--- config.mk ---
export PLATFORM = sky130hd
export DESIGN_NAME = ahb_manager
export DESIGN_NICKNAME = d
export VERILOG_FILES = /design/src/rtl/ahb_pkg.sv /design/src/rtl/ahb_burst_addr_gen.sv /design/src/rtl/ahb_manager.sv
export SDC_FILE = /design/constraint.sdc
export NUM_CORES = 1
export LEC_CHECK = 0
export ABC_AREA = 1
export CORE_MARGIN = 4
export CORE_UTILIZATION = 50
export CTS_CLUSTER_DIAMETER = 100
export CTS_CLUSTER_SIZE = 14
export DETAILED_ROUTE_END_ITERATION = 6
export MAX_ROUTING_LAYER = met4
export PLACE_DENSITY = 0.84
export SLEW_MARGIN = 20
export SYNTH_ARGS = -nofsm -noshare
export SYNTH_HDL_FRONTEND = slang
export SYNTH_HIERARCHICAL = 1
export SYNTH_SLANG_ARGS = --single-unit
--- constraint.sdc ---
create_clock -name HCLK -period 3.65 [get_ports HCLK]
set_input_delay 0.73 -clock HCLK [delete_from_list [all_inputs] [get_ports HCLK]]
set_output_delay 0.73 -clock HCLK [all_outputs]
set_load 0.05 [all_outputs]
--- src/rtl/ahb_pkg.sv ---
// Shared AHB-Lite types, encodings and burst helpers for the manager and its address generator.
package ahb_pkg;

  typedef enum logic [1:0] {
    HtransIdle   = 2'b00,
    HtransBusy   = 2'b01,
    HtransNonseq = 2'b10,
    HtransSeq    = 2'b11
  } htrans_e;

  typedef enum logic [2:0] {
    BurstSingle = 3'b000,
    BurstIncr   = 3'b001,
    BurstWrap4  = 3'b010,
    BurstIncr4  = 3'b011,
    BurstWrap8  = 3'b100,
    BurstIncr8  = 3'b101,
    BurstWrap16 = 3'b110,
    BurstIncr16 = 3'b111
  } hburst_e;

  typedef enum logic [2:0] {
    StIdle,
    StWfetch,
    StAddr,
    StBusy,
    StLastData,
    StErr
  } state_e;

  localparam logic [1:0] HrespOkay    = 2'b00;
  localparam logic [1:0] HrespError   = 2'b01;
  localparam logic [3:0] HprotDefault = 4'b0011;

  // log2 of the beat count; undefined-length INCR is treated as a single beat
  function automatic logic [2:0] burst_lg(input logic [2:0] hburst);
    case (hburst)
      3'b010, 3'b011: burst_lg = 3'd2;
      3'b100, 3'b101: burst_lg = 3'd3;
      3'b110, 3'b111: burst_lg = 3'd4;
      default:        burst_lg = 3'd0;
    endcase
  endfunction

  function automatic logic [4:0] beats_of(input logic [2:0] hburst);
    beats_of = 5'd1 << burst_lg(hburst);
  endfunction

  function automatic logic is_wrap(input logic [2:0] hburst);
    is_wrap = (hburst != 3'b000) && !hburst[0];
  endfunction

endpackage

--- src/rtl/ahb_burst_addr_gen.sv ---
// Next-beat address for AHB bursts: linear increment, or wrap within the aligned burst block.
module ahb_burst_addr_gen
  import ahb_pkg::*;
#(
  parameter int unsigned ADDR_WIDTH = 32
) (
  input  logic [ADDR_WIDTH-1:0] addr_i,
  input  logic [2:0]            hsize_i,
  input  logic [2:0]            hburst_i,
  output logic [ADDR_WIDTH-1:0] addr_o
);

  logic [ADDR_WIDTH-1:0] incr;
  logic [ADDR_WIDTH-1:0] wrap_mask;
  logic [ADDR_WIDTH-1:0] sum;

  always_comb begin
    incr      = ADDR_WIDTH'(1) << hsize_i;
    wrap_mask = (incr << burst_lg(hburst_i)) - ADDR_WIDTH'(1);
    sum       = addr_i + incr;
    if (is_wrap(hburst_i)) begin
      addr_o = (addr_i & ~wrap_mask) | (sum & wrap_mask);
    end else begin
      addr_o = sum;
    end
  end

endmodule

--- src/rtl/ahb_manager.sv ---
// AHB-Lite manager: issues one single/fixed-length burst per local command, with
// wait-state handling, BUSY insertion on write-data starvation and two-cycle ERROR abort.
module ahb_manager
  import ahb_pkg::*;
#(
  parameter int unsigned ADDR_WIDTH = 32,
  parameter int unsigned DATA_WIDTH = 32
) (
  input  logic                  HCLK,
  input  logic                  HRESETn,
  input  logic                  cmd_valid,
  output logic                  cmd_ready,
  input  logic                  cmd_write,
  input  logic [ADDR_WIDTH-1:0] cmd_addr,
  input  logic [2:0]            cmd_size,
  input  logic [2:0]            cmd_burst,
  input  logic                  wdata_valid,
  output logic                  wdata_ready,
  input  logic [DATA_WIDTH-1:0] wdata,
  output logic                  rdata_valid,
  output logic [DATA_WIDTH-1:0] rdata,
  output logic                  rdata_err,
  output logic                  done,
  output logic                  done_err,
  output logic [ADDR_WIDTH-1:0] HADDR,
  output logic [1:0]            HTRANS,
  output logic                  HWRITE,
  output logic [2:0]            HSIZE,
  output logic [2:0]            HBURST,
  output logic [3:0]            HPROT,
  output logic [DATA_WIDTH-1:0] HWDATA,
  input  logic [DATA_WIDTH-1:0] HRDATA,
  input  logic [1:0]            HRESP,
  input  logic                  HREADY
);

  state_e                state_q, state_d;
  logic [ADDR_WIDTH-1:0] addr_q, addr_d, addr_next, align_mask;
  logic                  write_q, write_d;
  logic [2:0]            size_q, size_d;
  logic [2:0]            burst_q, burst_d;
  logic [4:0]            left_q, left_d;
  logic                  first_q, first_d;
  logic                  have_q, have_d;
  logic [DATA_WIDTH-1:0] hold_q, hold_d;
  logic [DATA_WIDTH-1:0] hwdata_q, hwdata_d;
  logic                  dphase_q, dphase_d;
  logic [DATA_WIDTH-1:0] rdata_q, rdata_d;
  logic                  rdata_valid_q, rdata_valid_d;
  logic                  rdata_err_q, rdata_err_d;
  logic                  done_q, done_d;
  logic                  done_err_q, done_err_d;
  logic                  err_now;
  htrans_e               htrans;

  ahb_burst_addr_gen #(
    .ADDR_WIDTH(ADDR_WIDTH)
  ) u_addr_gen (
    .addr_i  (addr_q),
    .hsize_i (size_q),
    .hburst_i(burst_q),
    .addr_o  (addr_next)
  );

  // First ERROR cycle: the data phase is still stalled
  assign err_now    = dphase_q && (HRESP == HrespError) && !HREADY;
  assign align_mask = (ADDR_WIDTH'(1) << cmd_size) - ADDR_WIDTH'(1);

  assign cmd_ready   = (state_q == StIdle);
  assign HADDR       = addr_q;
  assign HTRANS      = htrans;
  assign HWRITE      = write_q;
  assign HSIZE       = size_q;
  assign HBURST      = burst_q;
  assign HPROT       = HprotDefault;
  assign HWDATA      = hwdata_q;
  assign rdata       = rdata_q;
  assign rdata_valid = rdata_valid_q;
  assign rdata_err   = rdata_err_q;
  assign done        = done_q;
  assign done_err    = done_err_q;

  always_comb begin
    htrans      = HtransIdle;
    wdata_ready = 1'b0;
    case (state_q)
      StWfetch: wdata_ready = 1'b1;
      StAddr: begin
        htrans      = first_q ? HtransNonseq : HtransSeq;
        wdata_ready = write_q && HREADY && (left_q != 5'd1);
      end
      StBusy: begin
        htrans      = HtransBusy;
        wdata_ready = !have_q && !err_now;
      end
      default: ;
    endcase
  end

  always_comb begin
    state_d    = state_q;
    addr_d     = addr_q;
    write_d    = write_q;
    size_d     = size_q;
    burst_d    = burst_q;
    left_d     = left_q;
    first_d    = first_q;
    have_d     = have_q;
    hold_d     = hold_q;
    hwdata_d   = hwdata_q;
    dphase_d   = dphase_q;
    done_d     = 1'b0;
    done_err_d = 1'b0;

    rdata_valid_d = dphase_q && HREADY && !write_q;
    rdata_err_d   = rdata_valid_d && (state_q == StErr);
    rdata_d       = rdata_valid_d ? HRDATA : rdata_q;
    if (HREADY) dphase_d = (state_q == StAddr);

    case (state_q)
      StIdle: begin
        if (cmd_valid) begin
          write_d = cmd_write;
          size_d  = cmd_size;
          burst_d = (cmd_burst == 3'b001) ? 3'b000 : cmd_burst;
          addr_d  = cmd_addr & ~align_mask;
          left_d  = beats_of(cmd_burst);
          first_d = 1'b1;
          have_d  = 1'b0;
          state_d = cmd_write ? StWfetch : StAddr;
        end
      end
      StWfetch: begin
        if (wdata_valid) begin
          hold_d  = wdata;
          have_d  = 1'b1;
          state_d = StAddr;
        end
      end
      StAddr: begin
        if (err_now) begin
          state_d = StErr;
        end else if (HREADY) begin
          first_d = 1'b0;
          if (write_q) begin
            hwdata_d = hold_q;
            have_d   = 1'b0;
          end
          if (left_q == 5'd1) begin
            state_d = StLastData;
          end else begin
            left_d = left_q - 5'd1;
            addr_d = addr_next;
            if (write_q) begin
              if (wdata_valid) begin
                hold_d = wdata;
                have_d = 1'b1;
              end else begin
                state_d = StBusy;
              end
            end
          end
        end
      end
      StBusy: begin
        if (err_now) begin
          state_d = StErr;
        end else begin
          if (wdata_valid && !have_q) begin
            hold_d = wdata;
            have_d = 1'b1;
          end
          if ((have_q || wdata_valid) && HREADY) state_d = StAddr;
        end
      end
      StLastData: begin
        if (err_now) begin
          state_d = StErr;
        end else if (HREADY) begin
          done_d  = 1'b1;
          state_d = StIdle;
        end
      end
      StErr: begin
        if (HREADY) begin
          done_d     = 1'b1;
          done_err_d = 1'b1;
          state_d    = StIdle;
        end
      end
      default: state_d = StIdle;
    endcase
  end

  always_ff @(posedge HCLK or negedge HRESETn) begin
    if (!HRESETn) begin
      state_q       <= StIdle;
      addr_q        <= '0;
      write_q       <= 1'b0;
      size_q        <= '0;
      burst_q       <= '0;
      left_q        <= '0;
      first_q       <= 1'b0;
      have_q        <= 1'b0;
      hold_q        <= '0;
      hwdata_q      <= '0;
      dphase_q      <= 1'b0;
      rdata_q       <= '0;
      rdata_valid_q <= 1'b0;
      rdata_err_q   <= 1'b0;
      done_q        <= 1'b0;
      done_err_q    <= 1'b0;
    end else begin
      state_q       <= state_d;
      addr_q        <= addr_d;
      write_q       <= write_d;
      size_q        <= size_d;
      burst_q       <= burst_d;
      left_q        <= left_d;
      first_q       <= first_d;
      have_q        <= have_d;
      hold_q        <= hold_d;
      hwdata_q      <= hwdata_d;
      dphase_q      <= dphase_d;
      rdata_q       <= rdata_d;
      rdata_valid_q <= rdata_valid_d;
      rdata_err_q   <= rdata_err_d;
      done_q        <= done_d;
      done_err_q    <= done_err_d;
    end
  end

endmodule

==> results.md, run 1 <==
* Max-slew violations at 0
* Global-route wire length before repair at 42000 um
* Pre-CTS setup slack at between 0.7 and 0.8 ns
* Num CTS Buffers at 17
* Critical path arrival at 3.36 ns
* VDD IR max at 0.645 mV
* Worst Slack Setup Final at 0.584 ns
* Status: completed
* Crit-path max FO at 13
* Clk_skew at 0.0118 ns
* PortBufs at 220
* DIE WIDTH at 141 um
* Placed instance area at 0.0112 sq mm
* # IOs at 225
* Grt total ovfl at 0
* Total iterations of the first detailed-routing run at 5
* RSZ-0062 raised after global routing: false
* Pwr/cell area at 1060 mW/mm^2
* Fin. Hold Viols at 0
* Drt via density at 5.24
* Placer Congestion at 0.953
* Vias in the first global route at 8510
* Syn_area_per_cell at between 7 and 8 sq um
* Resize count post-CTS at 0
* Hold Path Class: input pin to asynchronous set/reset pin
* Clock sink total at 150
* Lkg Pwr at a little under 6 nW
* CP Capture Type: flop
* Top post-synthesis cells by area: dfrtp_1, nand2_1, nand3_1
* Reg2Reg Depth at 19
* Clock insertion delay at the later pin of the skew report at 0.42 ns
* Flip-flop and latch count after synthesis at 150
* Actual slew at the worst max-slew pin at around 0.87 ns
* Dpl hpwl at between 15000 and 20000 um
* CTS H-tree lvls at 4
* Fin Setup TNS at 0 ns
* Syn. warnings at 6
* Detailed Route WL at 25700 um
* Full die area at 0.0200 sq mm
* CTS tree: done
* Global Route Usage Sum at 26.5%
* Max Clk Rate at ~0.33 GHz
* Cell variety after synth at 41
* Worst EP required at slightly below 4 ns
* Fillcell total at around 1500
* CTS Buffer Depth at 2
* Period utilization at 84.0%
* Post-CTS Repair Setup Buffers at 0
* Routed Antenna Nets at 0
* Layout Nets at 1584
* Initial drt markers at 745
* CTS Root Cell: clkbuf_16
* Largest net degree at the start of global routing at 109
* Min Clock Period, post-route at 3.07 ns
* Max_cap viols at 0
* Cell taking the most area after synthesis: dfrtp_1
* Post-synth EDFFs at 0
* Top cell type's share of synthesized area at between 40% and 50%
* Multi-input gate area at 0.00439 sq mm
* Fraction of registers with async set/reset at 100%
* Final instance area at 0.0118 sq mm
* Kind of critical path: flop to flop
* Post-Synthesis Cells at approximately 1300
* Area delta synth->final at 32.8%
* Vias at 8891
* Top-count cell post-synth: nand2_1
* Initial Util at around half
* Site Rows at 48
* Hold WS at 0.425 ns
* Sequential Area at 0.00375 sq mm
* Post-synthesis sequential area ratio at 42.2%
* Core Area at 0.0174 sq mm
* Initial antenna violation count at 0
* Post-route DRC at 0
* Die extent in y at ~140 um
* Crit start category: flop
* Top FF cell, synth: dfrtp_1
* Ratio of cells with drive above 1 in the final layout at between 7 and 8%
* Hold_buf cts at 0
* Clk pin slew, worst setup/hold paths at 0.07 ns
* Routed WL per cell at 15.1 um
* Post-synth top cells: nand2_1, dfrtp_1, nand3_1
* Antenna cells at 0
* Final-report setup violation count at 0
* Post-synthesis cell area at 0.00890 sq mm
* Worst rel slew slack at a little over two fifths
==> sequential cells by signal, indices dropped and copies added (netlist names), 3 cells and up <==
register	count
state_q	3
HSIZE	3
left_q	5
HWDATA	32
HADDR	32
hold_q	32
rdata	32
HBURST	3
==> logic make-up (layout without fill, tap and decap cells) <==
family / count (synthesis) / count (layout) / synth area share (%)
other: 2 / 4 / 0.0843
XOR/XNOR: 24 / 24 / 2.36
buffers and inverters: 170 / 383 / 8.68
adder cells (fa/ha/maj): 14 / 14 / 1.97
AO/OA/AOI/OAI: 118 / 118 / 6.90
flip-flops: 150 / 150 / 42.2
multiplexers: 2 / 2 / 0.239
AND/OR/NAND/NOR: 778 / 778 / 37.6
==> worst paths after layout <==
check | startpoint | end | slack (ns)
setup / recovery | HBURST[1] | HADDR[14] | 0.58
hold / removal | HRESETn | HADDR[5] | 0.43
setup reg to reg | HBURST[1] | HADDR[14] | 0.58
hold reg to reg | rdata[3] | rdata[3] | 0.47
max in group asynchronous | HRESETn | hold_q[17] | 2.44
min in group HCLK | rdata[3] | rdata[3] | 0.47
==> power breakdown <==
group / leakage, nW / total, mW / internal (mW) / switching (mW)
logic: 3.66 / 7.70 / 2.45 / 5.25
registers: 1.89 / 3.05 / 2.42 / 0.627
clock network: 0.296 / 1.77 / 0.931 / 0.843
total: 5.84 / 12.5 / 5.80 / 6.72
==> cells in the final DEF, fill, tap and decap left out, types with 4 or more instances in the layout <==
| master | n |
|---|---|
| clkinv_8 | 5 |
| nor2_1 | 59 |
| inv_2 | 7 |
| clkbuf_16 | 17 |
| nand2_2 | 6 |
| or2_2 | 20 |
| nand4_1 | 27 |
| xnor2_1 | 5 |
| inv_8 | 5 |
| nor2_2 | 6 |
| inv_1 | 103 |
| nand3_1 | 139 |
| xor2_1 | 19 |
| buf_4 | 18 |
| dfrtp_1 | 150 |
| ha_1 | 14 |
| a21oi_1 | 7 |
| nand2_1 | 490 |
| o21ai_1 | 30 |
| nor3_1 | 15 |
| conb_1 | 4 |
| clkdlybuf4s50_1 | 218 |
| o21ai_0 | 71 |
==> cell type report <==
type | instances | area share (%)
timing repair buffer | 239 | 20.1
tap | 225 | 2.38
clock inverter | 15 | 1.53
clock buffer | 17 | 3.60
sequential | 150 | 31.7
multi-input combinational | 940 | 37.1
inverter | 112 | 3.56
==> worst max-delay path, stage by stage, from the launching register on <==
cell and delay (ns):
dfrtp_1 0.41, inv_1 0.06, ha_1 0.20, inv_1 0.31, nand3_1 0.16, inv_1 0.10
nand2_1 0.07, nor2_1 0.14, inv_1 0.08, ha_1 0.20, nand2_1 0.11, nor2_4 0.06
nand3_1 0.10, nor3_1 0.06, ha_1 0.27, nand2_1 0.06, nand4_1 0.11, xnor2_1 0.14
o21ai_0 0.20, o21ai_1 0.11
==> metrics by stage <==
| stage | cells | util, % | power [mW] |
|---|---|---|---|
| floorplan | 1260 | - | 8.52 |
| global placement | 1666 | 64.6 | 10.6 |
| detailed placement | 1666 | 64.6 | 10.7 |
| CTS | 1698 | 68.1 | 12.6 |
| global route | 1698 | 68.1 | 13.5 |
| finish | 1698 | 68.1 | 12.5 |
==> metal layers <==
metal / GRT usage [%] / vias up / part of all wire [%]
li1: - / 4402 / -
met1: 32.2 / 4107 / 41
met2: 43.4 / 326 / 49
met3: 6.71 / 56 / 7.4
met4: 8.64 / 0 / 2.7
met5: - / - / 0
Power figures use the tool's default switching activity.
==> run 2: changes to the inputs <==
==> constraint.sdc (replaced) <==
create_clock -name HCLK -period 3.15 [get_ports HCLK]
set_input_delay 0.63 -clock HCLK [delete_from_list [all_inputs] [get_ports HCLK]]
set_output_delay 0.63 -clock HCLK [all_outputs]
set_load 0.05 [all_outputs]
==> results.md, run 2 (synthesis gave the netlist of run 1 again) <==
* Fin Setup TNS at 0 ns (unchanged)
* Initial Util at 51.3% (unchanged)
* Final-report setup violation count at 0 (unchanged)
* Critical path arrival at 2.24 ns (-1.12 ns)
* Full die area at 0.0200 sq mm (unchanged)
* Placed Cells at 1667 (+0.060%)
* Global Route Usage Sum at 27.2% (+0.79 points)
* Core Area at 0.0174 sq mm (unchanged)
* CTS Root Cell: clkbuf_16
* Global-route wire length before repair at 43200 um (+3.0%)
* Final instance area at 0.0118 sq mm (+0.19%)
* Clock sink total at 150 (unchanged)
* VDD IR max at 0.750 mV (+16%)
* R2r setup slk at 0.35 ns (-0.23 ns)
* Hold WS at 0.178 ns (-0.247 ns)
* Reg2Reg Depth at 20 (+1)
* Placed instance area at 0.0112 sq mm (about the same)
* Clk_skew at 0.0123 ns (+0.000436 ns)
* Largest net degree at the start of global routing at 73 (-33%)
* Vias in the first global route at 8870 (+4.2%)
* Min Clock Period, post-route at 2.87 ns
* Vias at 8949 (+0.65%)
* Grt total ovfl at 0 (unchanged)
* Worst EP required at 2.52 ns (-1.42 ns)
* Detailed Route WL at 26200 um (+2.0%)
* Site Rows at 48 (unchanged)
* Max_cap viols at 0 (unchanged)
* Routed WL per cell at 15.4 um (+1.8%)
* Crit start category: flop
* Clock insertion delay at the later pin of the skew report at 0.43 ns (about the same)
* Ratio of cells with drive above 1 in the final layout at 7.45% (+0.39 points)
* Status: completed
* Max-slew violations at 0 (unchanged)
* Antenna cells at 0 (unchanged)
* Pwr/cell area at 1230 mW/mm^2 (+16%)
* Initial drt markers at 726 (-2.6%)
* Non-Filler Instances at 1701 (+0.18%)
* CTS tree: done
* Drt via density at 5.26 (+0.47%)
* Clk pin slew, worst setup/hold paths at 0.07 ns (about the same)
* Max Clk Rate at 0.348 GHz
* Kind of critical path: flop to primary output
* Fin. Hold Viols at 0 (unchanged)
* Worst flop-to-flop path startpoint: HBURST[1]
* Hold_buf cts at 0 (unchanged)
* Fillcell total at 1458 (-0.41%)
* Worst rel slew slack at 60.8% (+19 points)
* End of the worst register-to-register path: HADDR[30]
* Die extent in y at 141 um (unchanged)
* Commonest non-fill, non-tap cell in the layout: nand2_1
* Lkg Pwr at 5.85 nW (about the same)
* Crit-path max FO at 7 (-6)
* Post-route DRC at 0 (unchanged)
* DIE WIDTH at 141 um (unchanged)
* Layout Nets at 1587 (+0.19%)
* CTS H-tree lvls at 4 (unchanged)
* Period utilization at 91.1%
* Initial antenna violation count at 0 (unchanged)
* Num CTS Buffers at 17 (unchanged)
* CP Capture Type: primary output
* Actual slew at the worst max-slew pin at 0.586 ns (-0.281 ns)
* Dpl hpwl at 18900 um (+2.0%)
* # IOs at 225 (unchanged)
* CTS Buffer Depth at 2 (unchanged)
* Commonest non-fill, non-tap cells in the layout: nand2_1, clkdlybuf4s50_1, dfrtp_1
* Placer Congestion at 0.943 (-1.1%)
* Total iterations of the first detailed-routing run at 5 (unchanged)
* Area delta synth->final at 33.1%
* Total power at 14.6 mW (+17%)
* Hold Path Class: input pin to asynchronous set/reset pin
* PortBufs at 220 (unchanged)
* Routed Antenna Nets at 0 (unchanged)
[run 2: final cells by class]
cell class	instances	area [sq um]	share of cell area, %
Multi-Input combinational cell	940	4400	37.1
Sequential cell	150	3750	31.7
Timing Repair Buffer	242	2390	20.2
Clock buffer	17	425	3.59
Inverter	112	424	3.58
Tap cell	225	282	2.38
Clock inverter	15	175	1.48
[run 2: critical path, stage by stage (launching register included)]
cell	delay, ns
dfrtp_1	0.48
nor2_2	0.27
inv_1	0.09
o21ai_0	0.08
clkdlybuf4s50_1	0.89
[run 2: per-stage QoR]
stage	utilization (%)	setup slack, ns
floorplan	-	0.0609
global placement	64.7	0.272
detailed placement	64.7	0.214
CTS	68.1	0.195
global route	68.3	-0.00406
finish	68.3	0.280
[run 2: repair_timing]
item                                    in CTS  in global routing
setup buffers                                0                  2
endpoints found under the setup margin       0                  4
resized for setup                            0                  3
[run 2: worst max path at each step]
stage / startpoint / endpoint / cells after the start
floorplan: HBURST[1] / HADDR[14] / 18
global placement: HBURST[1] / HADDR[14] / 19
detailed placement: HBURST[1] / HADDR[14] / 19
CTS: HBURST[1] / HADDR[14] / 19
global route: HBURST[1] / HADDR[14] / 19
finish: state_q[2] / HTRANS[0] / 4
[run 2: metal layers]
metal | vias up | GRT usage [%] | share of wire [%]
met1 | 4130 | 32.7 | 41
met2 | 344 | 45.0 | 48
li1 | 4422 | - | -
met5 | - | - | 0
met4 | 0 | 8.54 | 2.7
met3 | 53 | 7.41 | 8.0
[run 2: power by group]
group | internal [mW] | switching [mW]
Combinational | 2.85 | 6.16
Sequential | 2.81 | 0.720
Clock | 1.08 | 0.979
==> run 3: changes to the inputs <==
--- a/config.mk
+++ b/config.mk
@@ -6,7 +6,6 @@
 export NUM_CORES = 1
 export LEC_CHECK = 0
 export ABC_AREA = 1
-export CORE_MARGIN = 4
 export CORE_UTILIZATION = 50
 export CTS_CLUSTER_DIAMETER = 100
 export CTS_CLUSTER_SIZE = 14
==> results.md, run 3 (synthesis gave the netlist of run 1 again) <==
* Clock insertion delay at the later pin of the skew report at 0.43 ns (about the same)
* VDD IR max at 0.720 mV (-4.0%)
* Initial drt markers at 636 (-12%)
* Crit start category: flop
* Worst rel slew slack at 57.1% (-3.7 points)
* Worst Setup SP: HBURST[1]
* Total iterations of the first detailed-routing run at 5 (unchanged)
* Area delta synth->final at 34.8%
* Grt total ovfl at 0 (unchanged)
* CP Capture Type: flop
* Initial Util at 51.3% (unchanged)
* Clk pin slew, worst setup/hold paths at 0.07 ns (about the same)
* Ratio of cells with drive above 1 in the final layout at 8.80% (+1.3 points)
* Pwr/cell area at 1250 mW/mm^2 (+1.6%)
* Status: completed
* Routed Antenna Nets at 0 (unchanged)
* CTS Buffer Depth at 2 (unchanged)
* Site Rows at 48 (unchanged)
* Lkg Pwr at 5.91 nW (+1.1%)
* Die extent in y at 135 um (-4.2%)
* Dpl hpwl at 18900 um (-0.16%)
* DIE WIDTH at 135 um (-4.2%)
* Max_cap viols at 0 (unchanged)
* Switching share of power at 52.8% (-1.0 points)
* Clock sink total at 150 (unchanged)
* Min Clock Period, post-route at 2.87 ns (+0.00417 ns)
* Global-route wire length before repair at 42000 um (-2.8%)
* Hold Path Class: input pin to asynchronous set/reset pin
* Clk network pwr share at 14.4% (+0.3 points)
* Gr busiest metal: met2
* Met3 usage at 6.77% (-0.64 points)
* Num CTS Buffers at 17 (unchanged)
* Worst EP required at 3.45 ns (+0.93 ns)
* Actual slew at the worst max-slew pin at 0.643 ns (+0.0573 ns)
* Placer Congestion at 0.918 (-2.6%)
* Detailed Route WL at 26300 um (+0.39%)
* Clk_skew at 0.0119 ns (-0.000345 ns)
* Worst flop-to-flop path startpoint: HBURST[1]
* Util after Layout at 69.2% (+0.91 points)
* Core Area at 0.0174 sq mm (unchanged)
* # IOs at 225 (unchanged)
* Full die area at 0.0183 sq mm (-8.3%)
* Power share of the combinational group at 62.0% (+0.3 points)
* Max-slew violations at 0 (unchanged)
* Max Clk Rate at 0.348 GHz (-0.14%)
* Int Power at 7.09 mW (+5.2%)
* Hold_buf cts at 0 (unchanged)
* Commonest non-fill, non-tap cells in the layout: nand2_1, clkdlybuf4s50_1, dfrtp_1
* CTS tree: done
* Vias at 9017 (+0.76%)
* Kind of critical path: flop to flop
* Critical path arrival at 3.17 ns (+0.93 ns)
* Antenna cells at 0 (unchanged)
* Routed WL per cell at 15.3 um (-0.37%)
* Met2 layer usage reported by global route at 49.5% (+4.4 points)
* Commonest non-fill, non-tap cell in the layout: nand2_1
* Post-route DRC at 0 (unchanged)
* Switching pwr at 7.93 mW (+0.94%)
* Drt via density at 5.26 (about the same)
* CTS Root Cell: clkbuf_16
* PortBufs at 220 (unchanged)
* GR met1 Demand/Resource at 36.9% (+4.2 points)
* Period utilization at 91.2% (+0.13 points)
* Worst Slack Setup Final at 0.276 ns (-0.00417 ns)
* Pre-CTS setup slack at 0.136 ns (-0.0783 ns)
* Final-report setup violation count at 0 (unchanged)
* Reg power frac at 23.6% (-0.6 points)
* Largest net degree at the start of global routing at 68 (-6.8%)
* Layout Nets at 1600 (+0.82%)
* Fin. Hold Viols at 0 (unchanged)
* Vias in the first global route at 8545 (-3.7%)
* Crit-path max FO at 7 (unchanged)
* CTS H-tree lvls at 4 (unchanged)
* Initial antenna violation count at 0 (unchanged)
* Global Route Usage Sum at 30.2% (+3.0 points)
-- run 3: cell count changes in the layout (fill, tap and decap cells not counted), sizes merged --
cell	change
clkinv	-1
buf	+12
clkinvlp	+2
bufinv	+2
clkbuf	+2
inv	-4
-- run 3: final timing paths --
check / to / slack, ns / cells past startpoint
worst max register to register: HADDR[30] / 0.28 / 19
max in group asynchronous: HBURST[2] / 2.09 / 2
worst max-delay path: HADDR[30] / 0.28 / 19
worst min-delay path: HADDR[6] / 0.19 / 1
worst min register to register: HWDATA[14] / 0.47 / 2
min in group HCLK: HWDATA[14] / 0.47 / 2
-- run 3: layer usage --
| metal | part of all wire [%] | wire, um |
|---|---|---|
| met2 | 48 | 12700 |
| met4 | 2.7 | 697 |
| met1 | 43 | 11300 |
| met3 | 6.0 | 1580 |
| met5 | 0 | 0 |
-- run 3: power groups by stage --
stage / Sequential (mW) / Clock [mW] / Combinational (mW)
final: 3.55 / 2.16 / 9.31
after global routing: 3.67 / 2.27 / 10.2
after CTS: 3.53 / 2.20 / 9.00
after detailed placement: 3.53 / 0 / 8.95
after global placement: 3.53 / 0 / 8.81
after floorplan: 5.46 / 0 / 4.42
-- run 3: repair_timing --
action                     CTS  global route
buffers inserted             0            13
resized for setup            0            16
setup endpoints to repair    0             8
-- run 3: cell type report --
| type | instances | area (sq um) |
|---|---|---|
| repair buffers | 255 | 2490 |
| multi-input cells | 940 | 4430 |
| flip-flops and latches | 150 | 3750 |
| clock buffers | 18 | 429 |
| fillers | 1465 | 5350 |
| well taps | 225 | 282 |
| inverters | 112 | 432 |
| clock inverters | 14 | 189 |
-- run 3: metrics by stage --
stage | hold WS, ns | total power, mW | instances | area (sq um) | TNS (ns)
global route | 0.240 | 16.1 | 1714 | 12000 | -0.00822
finish | 0.191 | 15.0 | 1714 | 12000 | 0
CTS | 0.215 | 14.7 | 1701 | 11900 | 0
global placement | 0.453 | 12.3 | 1669 | 11200 | 0
detailed placement | 0.457 | 12.5 | 1669 | 11200 | 0
floorplan | 0.334 | 9.87 | 1260 | 8910 | 0
-- run 3: critical path, stage by stage (launching register included) --
cell and delay, ns:
dfrtp_1 0.41, inv_2 0.08, ha_4 0.14, clkinvlp_4 0.15, buf_4 0.19, buf_4 0.13
nand2_1 0.05, nand3_1 0.07, nand3_1 0.09, nand3_1 0.12, nor2_2 0.14, nand3_2 0.12
nor3_4 0.20, ha_1 0.16, nor2_1 0.05, nor3_1 0.21, nand2_1 0.09, xnor2_1 0.13
o21ai_1 0.12, o21ai_1 0.08
